**src/rtl/axi_addr_xbar.sv**
```systemverilog
// axi_addr_xbar: AW/AR address crossbar with per-slave round-robin and registered outputs.
// Define AXI_XBAR_DECERR_EN to answer decode misses locally with dec_err_o instead of the default slave.
module axi_addr_xbar #(
  parameter int NUM_MASTER = 2,
  parameter int NUM_SLAVE = 3,
  parameter int WIDTH_CID = 4,
  parameter int WIDTH_ID = 8,
  parameter int WIDTH_AD = 32,
  parameter int WIDTH_SID = WIDTH_CID + WIDTH_ID,
  parameter logic [NUM_SLAVE*WIDTH_AD-1:0] ADDR_BASE = {32'h4000, 32'h2000, 32'h0},
  parameter logic [NUM_SLAVE*8-1:0] ADDR_LENGTH = {8'd12, 8'd12, 8'd12},
  parameter int MAX_OUTSTANDING = 8
) (
  input  logic clk_i,
  input  logic rst_i,
  input  logic [NUM_MASTER-1:0] m_valid_i,
  output logic [NUM_MASTER-1:0] m_ready_o,
  input  logic [NUM_MASTER*WIDTH_AD-1:0] m_addr_i,
  input  logic [NUM_MASTER*WIDTH_ID-1:0] m_id_i,
  input  logic [NUM_MASTER*4-1:0] m_len_i,
  output logic [NUM_SLAVE-1:0] s_valid_o,
  input  logic [NUM_SLAVE-1:0] s_ready_i,
  output logic [NUM_SLAVE*WIDTH_AD-1:0] s_addr_o,
  output logic [NUM_SLAVE*WIDTH_SID-1:0] s_sid_o,
  output logic [NUM_SLAVE*4-1:0] s_len_o,
  input  logic [NUM_MASTER-1:0] rsp_done_i,
  output logic [NUM_MASTER-1:0] dec_err_o,
  output logic [NUM_MASTER*WIDTH_ID-1:0] dec_err_id_o
);
  localparam int MW = NUM_MASTER > 1 ? $clog2(NUM_MASTER) : 1;
  localparam int SW = NUM_SLAVE > 1 ? $clog2(NUM_SLAVE) : 1;
  localparam int CW = $clog2(MAX_OUTSTANDING) + 1;
  logic [WIDTH_AD-1:0] addr [NUM_MASTER];
  logic [WIDTH_ID-1:0] id [NUM_MASTER];
  logic [3:0] len [NUM_MASTER];
  logic [SW-1:0] dtgt [NUM_MASTER];
  logic [SW-1:0] tgt [NUM_MASTER];
  logic [CW-1:0] cnt [NUM_MASTER];
  logic [MW-1:0] rr [NUM_SLAVE];
  logic [MW-1:0] gm [NUM_SLAVE];
  logic [NUM_SLAVE-1:0] gv;
  logic [NUM_MASTER-1:0] req, elig, grant;

  function automatic logic match(input logic [WIDTH_AD-1:0] a, input int s);
    return ((a ^ ADDR_BASE[s*WIDTH_AD +: WIDTH_AD]) >> ADDR_LENGTH[s*8 +: 8]) == '0;
  endfunction

  function automatic logic [MW-1:0] nxt(input logic [MW-1:0] r, input int i);
    int a;
    a = int'(r) + i;
    return MW'(a >= NUM_MASTER ? a - NUM_MASTER : a);
  endfunction

  // Descending scan so the lowest matching slave wins; a miss falls to the last slave.
  always_comb
    for (int m = 0; m < NUM_MASTER; m++) begin
      addr[m] = m_addr_i[m*WIDTH_AD +: WIDTH_AD];
      id[m] = m_id_i[m*WIDTH_ID +: WIDTH_ID];
      len[m] = m_len_i[m*4 +: 4];
      dtgt[m] = SW'(NUM_SLAVE - 1);
      for (int s = NUM_SLAVE - 1; s >= 0; s--)
        if (match(addr[m], s)) dtgt[m] = SW'(s);
    end

`ifdef AXI_XBAR_DECERR_EN
  logic [NUM_MASTER-1:0] miss;
  always_comb
    for (int m = 0; m < NUM_MASTER; m++) begin
      miss[m] = 1'b1;
      for (int s = 0; s < NUM_SLAVE; s++)
        if (match(addr[m], s)) miss[m] = 1'b0;
    end
  assign req = m_valid_i & ~miss;
  assign m_ready_o = grant | (m_valid_i & miss);
  always_ff @(posedge clk_i)
    if (rst_i) begin
      dec_err_o <= '0;
      dec_err_id_o <= '0;
    end else begin
      dec_err_o <= m_valid_i & miss;
      for (int m = 0; m < NUM_MASTER; m++)
        if (m_valid_i[m] && miss[m]) dec_err_id_o[m*WIDTH_ID +: WIDTH_ID] <= id[m];
    end
`else
  assign req = m_valid_i;
  assign m_ready_o = grant;
  assign dec_err_o = '0;
  assign dec_err_id_o = '0;
`endif

  // Same-target rule keeps responses of one master in order across slaves.
  always_comb
    for (int m = 0; m < NUM_MASTER; m++)
      elig[m] = req[m] && cnt[m] < CW'(MAX_OUTSTANDING) && (cnt[m] == '0 || tgt[m] == dtgt[m]);

  always_comb begin
    gv = '0;
    for (int s = 0; s < NUM_SLAVE; s++) begin
      gm[s] = '0;
      for (int i = 0; i < NUM_MASTER; i++)
        if (!gv[s] && (!s_valid_o[s] || s_ready_i[s]) && elig[nxt(rr[s], i)] && dtgt[nxt(rr[s], i)] == SW'(s)) begin
          gv[s] = 1'b1;
          gm[s] = nxt(rr[s], i);
        end
    end
  end

  always_comb
    for (int m = 0; m < NUM_MASTER; m++) begin
      grant[m] = 1'b0;
      for (int s = 0; s < NUM_SLAVE; s++)
        if (gv[s] && gm[s] == MW'(m)) grant[m] = 1'b1;
    end

  always_ff @(posedge clk_i)
    if (rst_i) begin
      s_valid_o <= '0;
      s_addr_o <= '0;
      s_sid_o <= '0;
      s_len_o <= '0;
      for (int s = 0; s < NUM_SLAVE; s++) rr[s] <= '0;
      for (int m = 0; m < NUM_MASTER; m++) begin
        cnt[m] <= '0;
        tgt[m] <= '0;
      end
    end else begin
      for (int s = 0; s < NUM_SLAVE; s++)
        if (gv[s]) begin
          s_valid_o[s] <= 1'b1;
          s_addr_o[s*WIDTH_AD +: WIDTH_AD] <= addr[gm[s]];
          s_sid_o[s*WIDTH_SID +: WIDTH_SID] <= {WIDTH_CID'(gm[s]), id[gm[s]]};
          s_len_o[s*4 +: 4] <= len[gm[s]];
          rr[s] <= nxt(gm[s], 1);
        end else if (s_ready_i[s]) s_valid_o[s] <= 1'b0;
      for (int m = 0; m < NUM_MASTER; m++) begin
        if (grant[m]) tgt[m] <= dtgt[m];
        cnt[m] <= cnt[m] + CW'(grant[m]) - CW'(rsp_done_i[m] && cnt[m] != '0);
      end
    end
endmodule

```
**config.mk**
```make
export PLATFORM = sky130hd
export DESIGN_NAME = axi_addr_xbar
export DESIGN_NICKNAME = d
export VERILOG_FILES = /design/src/rtl/axi_addr_xbar.sv
export SDC_FILE = /design/constraint.sdc
export NUM_CORES = 1
export LEC_CHECK = 0
export CAP_MARGIN = 25
export CORE_MARGIN = 2
export CORE_UTILIZATION = 32
export DETAILED_ROUTE_END_ITERATION = 7
export MAX_ROUTING_LAYER = met4
export PLACE_DENSITY = 0.74
export SYNTH_ARGS = -nofsm -noshare
export SYNTH_HDL_FRONTEND = slang
export SYNTH_SLANG_ARGS = --single-unit
```
**constraint.sdc**
```tcl
create_clock -name clk_i -period 4.07 [get_ports clk_i]
set_input_delay 0.814 -clock clk_i [delete_from_list [all_inputs] [get_ports clk_i]]
set_output_delay 0.814 -clock clk_i [all_outputs]
set_load 0.05 [all_outputs]
```
Yosys cells after proc, flatten, opt, wreduce, memory -nomap -nowiden:

Memories as Yosys holds them, arrays and structs flattened.
Cells that the tools add are included.

* flip-flop bits (word level): 138
* bits in writable memories: 15
* input port bits: 97
* output and inout bits: 167
* word-level logic and storage cells: 257
* memories: 3

* add/sub/neg operators: 19
* $lt $le $gt $ge: 26
* eq/ne operators: 6
* muxes and demuxes: 119
* bitwise operators: 21
* reductions and logical operators: 51

Memories
* cnt: depth 2, width 4, read ports 2, clocked after memory_dff 0, write ports 2, RTL line 38 `logic [CW-1:0] cnt [NUM_MASTER];`
* tgt: depth 2, width 2, read ports 2, clocked after memory_dff 0, write ports 2, RTL line 37 `logic [SW-1:0] tgt [NUM_MASTER];`
* rr: depth 3, width 1, read ports 3, clocked after memory_dff 0, write ports 3, RTL line 39 `logic [MW-1:0] rr [NUM_SLAVE];`

Operators with widths (count)
* $mux 32: 9
* $logic_not 32->1: 4
* $mux 8: 9
* $mux 1: 66
* $mux 2: 24
* $mux 4: 11
* $ge 2x2->1 const B: 15
* $logic_and 1x1->1: 27
* $not 1->2: 9
* $add 1x1->2 const B: 6
* $lt 1x2->1 const B: 6
* $sub 1x1->1 const B: 9
* $add 4x1->4: 2
* $logic_not 4->1: 2
* $lt 4x4->1 const B: 2
* $reduce_bool 4->1: 2
* $sub 4x1->4: 2
* $or 1x1->1: 7
* $ge 1x2->1 const B: 3
* $logic_not 1->1: 6
* $reduce_bool 2->1: 3
* $logic_or 1x1->1: 5
* $not 1->1: 5
* $eq 2x1->1 const B: 2
* 3 further kinds: 6

Longest topological paths before layout:

Gate-level depths: netlist (run 1).

* depth after elaboration: 26
* depth in mapped cells: 13
* depth with buffers taken out: 12

Worst setup path after synthesis (run 1):

OpenSTA, ideal clock, no wires.

* path kind: input to register
* from: input port m_addr_i[29]
* to: memory cnt[0][6] (netlist name)
* library setup time: 128 ps
* arrival: 3464 ps
* data required time: 3942 ps
* setup slack: 479 ps
* cell stages on the path: 10
* buffers on the path: 2
* cells stage by stage: or3_1 -> clkbuf_2 -> or4b_4 -> o211a_1 -> buf_6 -> or3_4 -> ha_1 -> fa_1 -> xnor2_1 -> nor2_1

RTL lines
* from (decl): RTL line 18 `input logic [NUM_MASTER*WIDTH_AD-1:0] m_addr_i,`
* to (decl): RTL line 38

Worst setup path after layout (run 1):

* from: input port m_addr_i[24]
* to: output port m_ready_o[1]

* longest elaborated chain between the ends: 20
* elaborated cells on any way between the ends: 79
* those cells by class: 5 x eq/ne; 47 x mux; 27 x reduce/logical

RTL lines
* $logic_not 32->1: RTL line 45 `return ((a ^ ADDR_BASE[s*WIDTH_AD +: WIDTH_AD]) >> ADDR_LENGTH[s*8 +: 8]) == '0;`
* $mux 2: RTL line 62 `if (match(addr[m], s)) dtgt[m] = SW'(s);`
* $mux 2 *: RTL line 62
* $eq 2x2->1: RTL line 94 `elig[m] = req[m] && cnt[m] < CW'(MAX_OUTSTANDING) && (cnt[m] == '0 || tgt[m] == dtgt[m]);`
* $logic_or 1x1->1: RTL line 94
* $logic_and 1x1->1: RTL line 94
* $mux 1 (not written as such) (2 in series): RTL line 101 `if (!gv[s] && (!s_valid_o[s] || s_ready_i[s]) && elig[nxt(rr[s], i)] && dtgt[nxt(rr[s], i)] == SW'(s)) begin`
* $logic_and 1x1->1 (2 in series): RTL line 101
* $mux 1: RTL line 101
* $logic_not 1->1: RTL line 101
* $logic_and 1x1->1 (3 in series): RTL line 101
* $mux 1: RTL line 101
* $logic_and 1x1->1: RTL line 112 `if (gv[s] && gm[s] == MW'(m)) grant[m] = 1'b1;`
* $mux 1 (2 in series): RTL line 112
* $mux 1 *: RTL line 112
* to (decl): RTL line 17 `output logic [NUM_MASTER-1:0] m_ready_o,`

Mark *: on every way between the ends. The rest lies on a longest branch, timed or not. The select of a mux whose other input is x is not followed.

==> flow_summary_export.csv, run 1 <==
group,metric,value,unit
clock_tree,cts_buffer_depth,2,
setup_path,crit_start,"m_addr_i[24]",
synthesis,synth-edff-count,7,
floorplanning,initial_core_util,0.3288,
synthesis,synth_area,0.006212,mm²
clock_tree,cts_max_level,4,
min_path,hold_depth,2,
clock_tree,clock-root-buffer,"clkbuf_16",
synthesis,yosys-top-cells-area,"dfxtp_1 (47%), a22oi_1 (11%), a21oi_1 (7.8%)",
min_path,timing.hold.worst.class,"reg2reg",
synthesis,synthFlopType,"dfxtp_1",
floorplanning,fp.dieW,143.3,µm
clock_tree,cts_buffers,17,
placed_design,port_buffers,236,
timing,clock.fmax,250.0,MHz
setup_path,timing.rr.end,"cnt[0][6]$_SDFF_PP0_",
cells_and_area,drive_gt1_frac,0.08804,
routing,drc,0,
setup_path,worstSetupStartpointType,"primary input",
floorplanning,core_area,0.01889,mm²
synthesis,synth.distinct_cells,49,
grt,antenna_found_initial,0,
synthesis,synth_top_area_frac,0.4705,
routing,drtIter0Drc,382,
routing,postRouteAntennaNets,0,
timing,slew_violations,0,
pwr,ir_drop,0.2867,mV
grt,grt_pass1_vias,5655,
cells_and_area,layout.nets,1016,
floorplanning,die_height,143.3,µm
setup_path,arrival,3.19,ns
timing,worstMarginPinSlew,0.6942,ns
grt,grt.total_usage,0.1992,
routing,routed_wl,20.23,mm
placed_design,hpwl,13.78,mm
routing,via_per_inst,4.927,
pwr,powerDensity,582.7,mW/mm²
grt,grt.overflow.total,0,
clock_tree,path_clk_slew,0.06,ns
grt,grt_pass1_wl,30.71,mm
min_path,whs_endpoint,"s_addr_o[45]$_SDFFE_PP0N_",
timing,min_period,4.000,ns
clock_tree,worstSkewPairLatency,0.43,ns
routing,detail_route.wl_per_cell,17.14,µm
setup_path,timing.rr.start,"cnt[0][2]$_SDFF_PP0_",
timing,fin_skew,0.01148,ns
setup_path,regToRegSetupSlack,0.97,ns
synthesis,synth_seq_area_share,0.5043,
setup_path,required,3.26,ns
clock_tree,hold_buffers,0,
placed_design,place_area,0.008818,mm²
run_status,status,"completed",
timing,timing.final.crit_share,0.9828,
placed_design,place.gp.congestion,0.8225,
clock_tree,cts_tree,"built",
synthesis,synth.avg_cell_area,9.163,µm²
routing,vias,5814,
timing,setup_viol,0,
floorplanning,rows,50,
grt,grt_max_degree,64,
run,maxCapViolCount,0,
clock_tree,clock_sinks,153,
synthesis,async_flop_share,0,
floorplanning,io_pins,264,
timing,hold_violations,0,
setup_path,path_class,"in2out",
timing,rsz0062_at_grt,"false",
pwr,p_leak,3.374,nW
synthesis,yosysWarnings,0,
setup_path,crit_path_end_kind,"output pin",
setup_path,reg2regPathDepth,11,
cells_and_area,syn2layout_area_growth,52.51,%
pwr,power,5.521,mW
synthesis,syn_inst,678,
cells_and_area,diodes,0,
floorplanning,die-area,0.02054,mm²
cells_and_area,design_area,0.009474,mm²
setup_path,path_max_fanout,6,
min_path,hold_start,"s_addr_o[45]$_SDFFE_PP0N_",
synthesis,ys_ff_latch,153,
timing,max_slew_margin,0.5372,
synthesis,synth_top_area_cell,"dfxtp_1",
routing,first_pass_iters,6,
[how the worst max path moves through the flow]
stage | endpoint | slack [ns]
after global placement | m_ready_o[0] | -0.08
after global routing | m_ready_o[1] | 0.001
after floorplan | cnt[0][6]$_SDFF_PP0_ | 0.48
after CTS | m_ready_o[1] | 0.008
final | m_ready_o[1] | 0.07
after detailed placement | m_ready_o[0] | -0.12
[report_power, final]
part / switching (mW) / internal, mW
sequential: 0.114 / 1.72
clock: 0.707 / 0.933
combinational: 1.31 / 0.732
total: 2.13 / 3.39
[worst max-delay path: stages]
cell	delay, ns
clkdlybuf4s50_1	0.44
nor4_2	0.38
nand4_2	0.18
buf_4	0.19
or2_2	0.28
o311a_1	0.36
or3_4	0.37
buf_12	0.16
[what timing repair did]
| action | in CTS | in global routing |
|---|---|---|
| buffers inserted | 2 | 0 |
| endpoints found under the setup margin | 2 | 2 |
| gates cloned | 0 | 0 |
| resized for setup | 3 | 1 |
| pin swaps | 1 | 0 |
[logic make-up (layout without fill, tap and decap cells)]
group,after synthesis,count (layout),synth area share
other,1,27,0.0006037
xor gates and xnor gates,4,4,0.005641
and+or+nand+nor,199,199,0.1646
buffers and inverters,96,312,0.07674
adders and majority gates,12,12,0.02659
AOI/OAI and AO/OA,213,213,0.2215
DFF,153,153,0.5043
[layout make-up]
| class | instances | area [µm²] |
|---|---|---|
| fillers | 1785 | 9419 |
| multi-input cells | 455 | 2780 |
| flip-flops and latches | 153 | 3133 |
| clock buffers | 17 | 425.4 |
| repair buffers | 259 | 2552 |
| clock inverters | 15 | 178.9 |
| inverters | 21 | 78.83 |
| well taps | 260 | 325.3 |
[state kept, by name, indices dropped and copies added (netlist names)]
register and cells:
cnt 8, rr 3, s_addr_o 96, s_len_o 12, s_sid_o 27, s_valid_o 3, tgt 4
[cell usage in the layout (no fill, tap or decap), types with 3 or more instances in the layout]
master             n
a22oi_1           90
ha_1              10
edfxtp_1           7
conb_1            27
nor4_1             3
and2_1            40
a311oi_1           5
xnor2_1            3
dfxtp_1          146
inv_6              5
nand2b_1           4
buf_4             24
nor2_1            16
a31oi_1            4
or3_1              3
a21oi_1           97
nor4_2             4
clkdlybuf4s50_1  233
nor3_1             4
inv_8              5
inv_1             21
nor2b_1           11
nand2_1           96
clkbuf_16         17
[synth_stat cells (all sizes together), types with 3 or more instances]
cell type	count
nor2	16
ha	10
or2	3
xnor2	3
a31oi	4
edfxtp	7
and2	40
or3	4
a22oi	90
or3b	3
nor3	5
a21oi	97
dfxtp	146
nand2	96
buf	33
o21ai	4
clkbuf	42
nor4	9
nor2b	11
a311oi	5
inv	21
nand2b	4
[metal layers]
metal,global-route usage,vias to the layer above,wire [µm]
met5,-,-,0
met3,0.06198,24,1716
met4,0.06553,0,359
li1,-,2792,-
met1,0.2390,2765,8602
met2,0.3198,233,9550
[metrics by stage]
| step | utilization | setup WS, ns | TNS (ns) | hold WS (ns) | instances |
|---|---|---|---|---|---|
| floorplan | - | 0.4786 | 0 | 0.5941 | 704 |
| global placement | 0.4664 | -0.07747 | -0.1240 | 0.4359 | 1144 |
| detailed placement | 0.4668 | -0.1249 | -0.2683 | 0.4397 | 1145 |
| CTS | 0.5006 | 0.007758 | 0 | 0.4494 | 1179 |
| global route | 0.5015 | 0.001391 | 0 | 0.4726 | 1180 |
| finish | 0.5015 | 0.07001 | 0 | 0.4471 | 1180 |
(Power assumes the default switching activity.)
==> run 2, diff against run 1 <==
==> constraint.sdc (replaced) <==
create_clock -name clk_i -period 4.07 [get_ports clk_i]
set_input_delay 0.407 -clock clk_i [delete_from_list [all_inputs] [get_ports clk_i]]
set_output_delay 0.407 -clock clk_i [all_outputs]
set_load 0.05 [all_outputs]
==> flow_summary_export.csv, run 2 (synthesis results as in run 1) <==
group,metric,value,unit
floorplanning,rows,50,
clock_tree,clock-root-buffer,"clkbuf_16",
routing,postRouteAntennaNets,0,
clock_tree,worstSkewPairLatency,0.42,ns
timing,fin_skew,0.01021,ns
pwr,ir_drop,0.3084,mV
routing,first_pass_iters,5,
routing,routed_wl,20.15,mm
placed_design,dp_slack,0.2765,ns
timing,holdWs,0.4266,ns
timing,slew_violations,0,
routing,drc,0,
timing,max_slew_margin,0.4542,
cells_and_area,drive_gt1_frac,0.07371,
timing,worstMarginPinSlew,0.8187,ns
floorplanning,initial_core_util,0.3288,
timing,timing.final.crit_share,0.8312,
cells_and_area,layout.nets,1008,
grt,grt_pass1_wl,31.02,mm
clock_tree,path_clk_slew,0.06,ns
placed_design,port_buffers,236,
cells_and_area,syn2layout_area_growth,50.96,%
timing,hold_violations,0,
min_path,timing.hold.worst.class,"in2reg",
clock_tree,cts_max_level,4,
timing,fin_ws,0.6868,ns
floorplanning,fp.dieW,143.3,µm
grt,grt_pass1_vias,5808,
placed_design,place.gp.congestion,0.8130,
grt,antenna_found_initial,0,
clock_tree,ctsResizeCount,0,
placed_design,hpwl,13.63,mm
cells_and_area,final_common_cell,"clkdlybuf4s50_1",
grt,grt.overflow.total,0,
placed_design,place_area,0.008793,mm²
floorplanning,die-area,0.02054,mm²
timing,rsz0062_at_grt,"false",
clock_tree,cts_buffers,17,
setup_path,path_class,"in2out",
routing,vias,5825,
clock_tree,cts_setup_buffers,0,
routing,via_per_inst,4.983,
cells_and_area,largest_register_ff_count,96,
cells_and_area,diodes,0,
routing,detail_route.wl_per_cell,17.24,µm
grt,grt.total_usage,0.2000,
pwr,power,5.494,mW
clock_tree,cts_tree,"built",
run_status,status,"completed",
floorplanning,die_height,143.3,µm
floorplanning,io_pins,264,
clock_tree,hold_buffers,0,
clock_tree,cts_buffer_depth,2,
setup_path,regToRegSetupSlack,0.92,ns
clock_tree,clock_sinks,153,
floorplanning,core_area,0.01889,mm²
timing,setup_viol,0,
run,maxCapViolCount,0,
cells_and_area,design_area,0.009378,mm²
setup_path,worstSetupStartpointType,"primary input",
setup_path,path_max_fanout,7,
setup_path,required,3.66,ns
routing,drtIter0Drc,339,
timing,clock.fmax,295.6,MHz
cells_and_area,layout_common_cells,"clkdlybuf4s50_1 (233), dfxtp_1 (146), a21oi_1 (97)",
timing,setup_tns,0,ns
setup_path,arrival,2.98,ns
pwr,p_leak,3.319,nW
timing,min_period,3.383,ns
pwr,powerDensity,585.8,mW/mm²
cells_and_area,top_register,"s_addr_o",
setup_path,crit_path_end_kind,"output pin",
grt,grt_max_degree,73,
cells_and_area,top_regs,"s_addr_o x96, s_sid_o x27, s_len_o x12",
run 2: changes by cell type in the layout (fill, tap and decap cells not counted), sizes merged:
| cell | change |
|---|---|
| clkinv | +1 |
| clkinvlp | +1 |
| clkbuf | +3 |
| buf | -8 |
| inv | -8 |
run 2: worst max-delay path, cell delays in order:
cell and delay (ns):
clkdlybuf4s50_1 0.43, nor4_2 0.43, nand4_2 0.29, or4b_4 0.62
o211a_1 0.24, or3_4 0.40, buf_12 0.16
run 2: per-stage QoR:
stage	cells	utilization
after floorplan	704	-
after global placement	1139	0.4650
after detailed placement	1140	0.4654
after CTS	1169	0.4964
after global routing	1169	0.4964
final	1169	0.4964
run 2: cell type report:
type	instances	area, µm²
Multi-Input combinational cell	455	2751
Sequential cell	153	3133
Clock inverter	9	116.4
Timing Repair Buffer	251	2505
Inverter	21	78.83
Fill cell	1737	9515
Tap cell	260	325.3
Clock buffer	20	467.9
run 2: power by group:
| group | total, mW | switching, mW | internal [mW] | leakage (nW) |
|---|---|---|---|---|
| Clock | 1.59 | 0.635 | 0.952 | 0.284 |
| Combinational | 2.07 | 1.32 | 0.747 | 1.78 |
| Sequential | 1.84 | 0.118 | 1.72 | 1.26 |
run 2: path summary, 6_finish.rpt:
| check | start | cells past startpoint | end |
|---|---|---|---|
| worst max-delay path | m_addr_i[12] | 7 | m_ready_o[1] |
| worst min-delay path | rst_i | 2 | s_sid_o[20]$_SDFFE_PP0N_ |
| worst max register to register | cnt[0][2]$_SDFF_PP0_ | 11 | cnt[0][6]$_SDFF_PP0_ |
| worst min register to register | s_addr_o[45]$_SDFFE_PP0N_ | 2 | s_addr_o[45]$_SDFFE_PP0N_ |
run 2: routing by layer:
metal	vias to the layer above	global-route usage	routed length, µm
li1	2784	-	-
met1	2751	0.2421	8497
met2	258	0.3181	9508
met3	32	0.06031	1755
met4	0	0.06966	388
met5	-	-	0
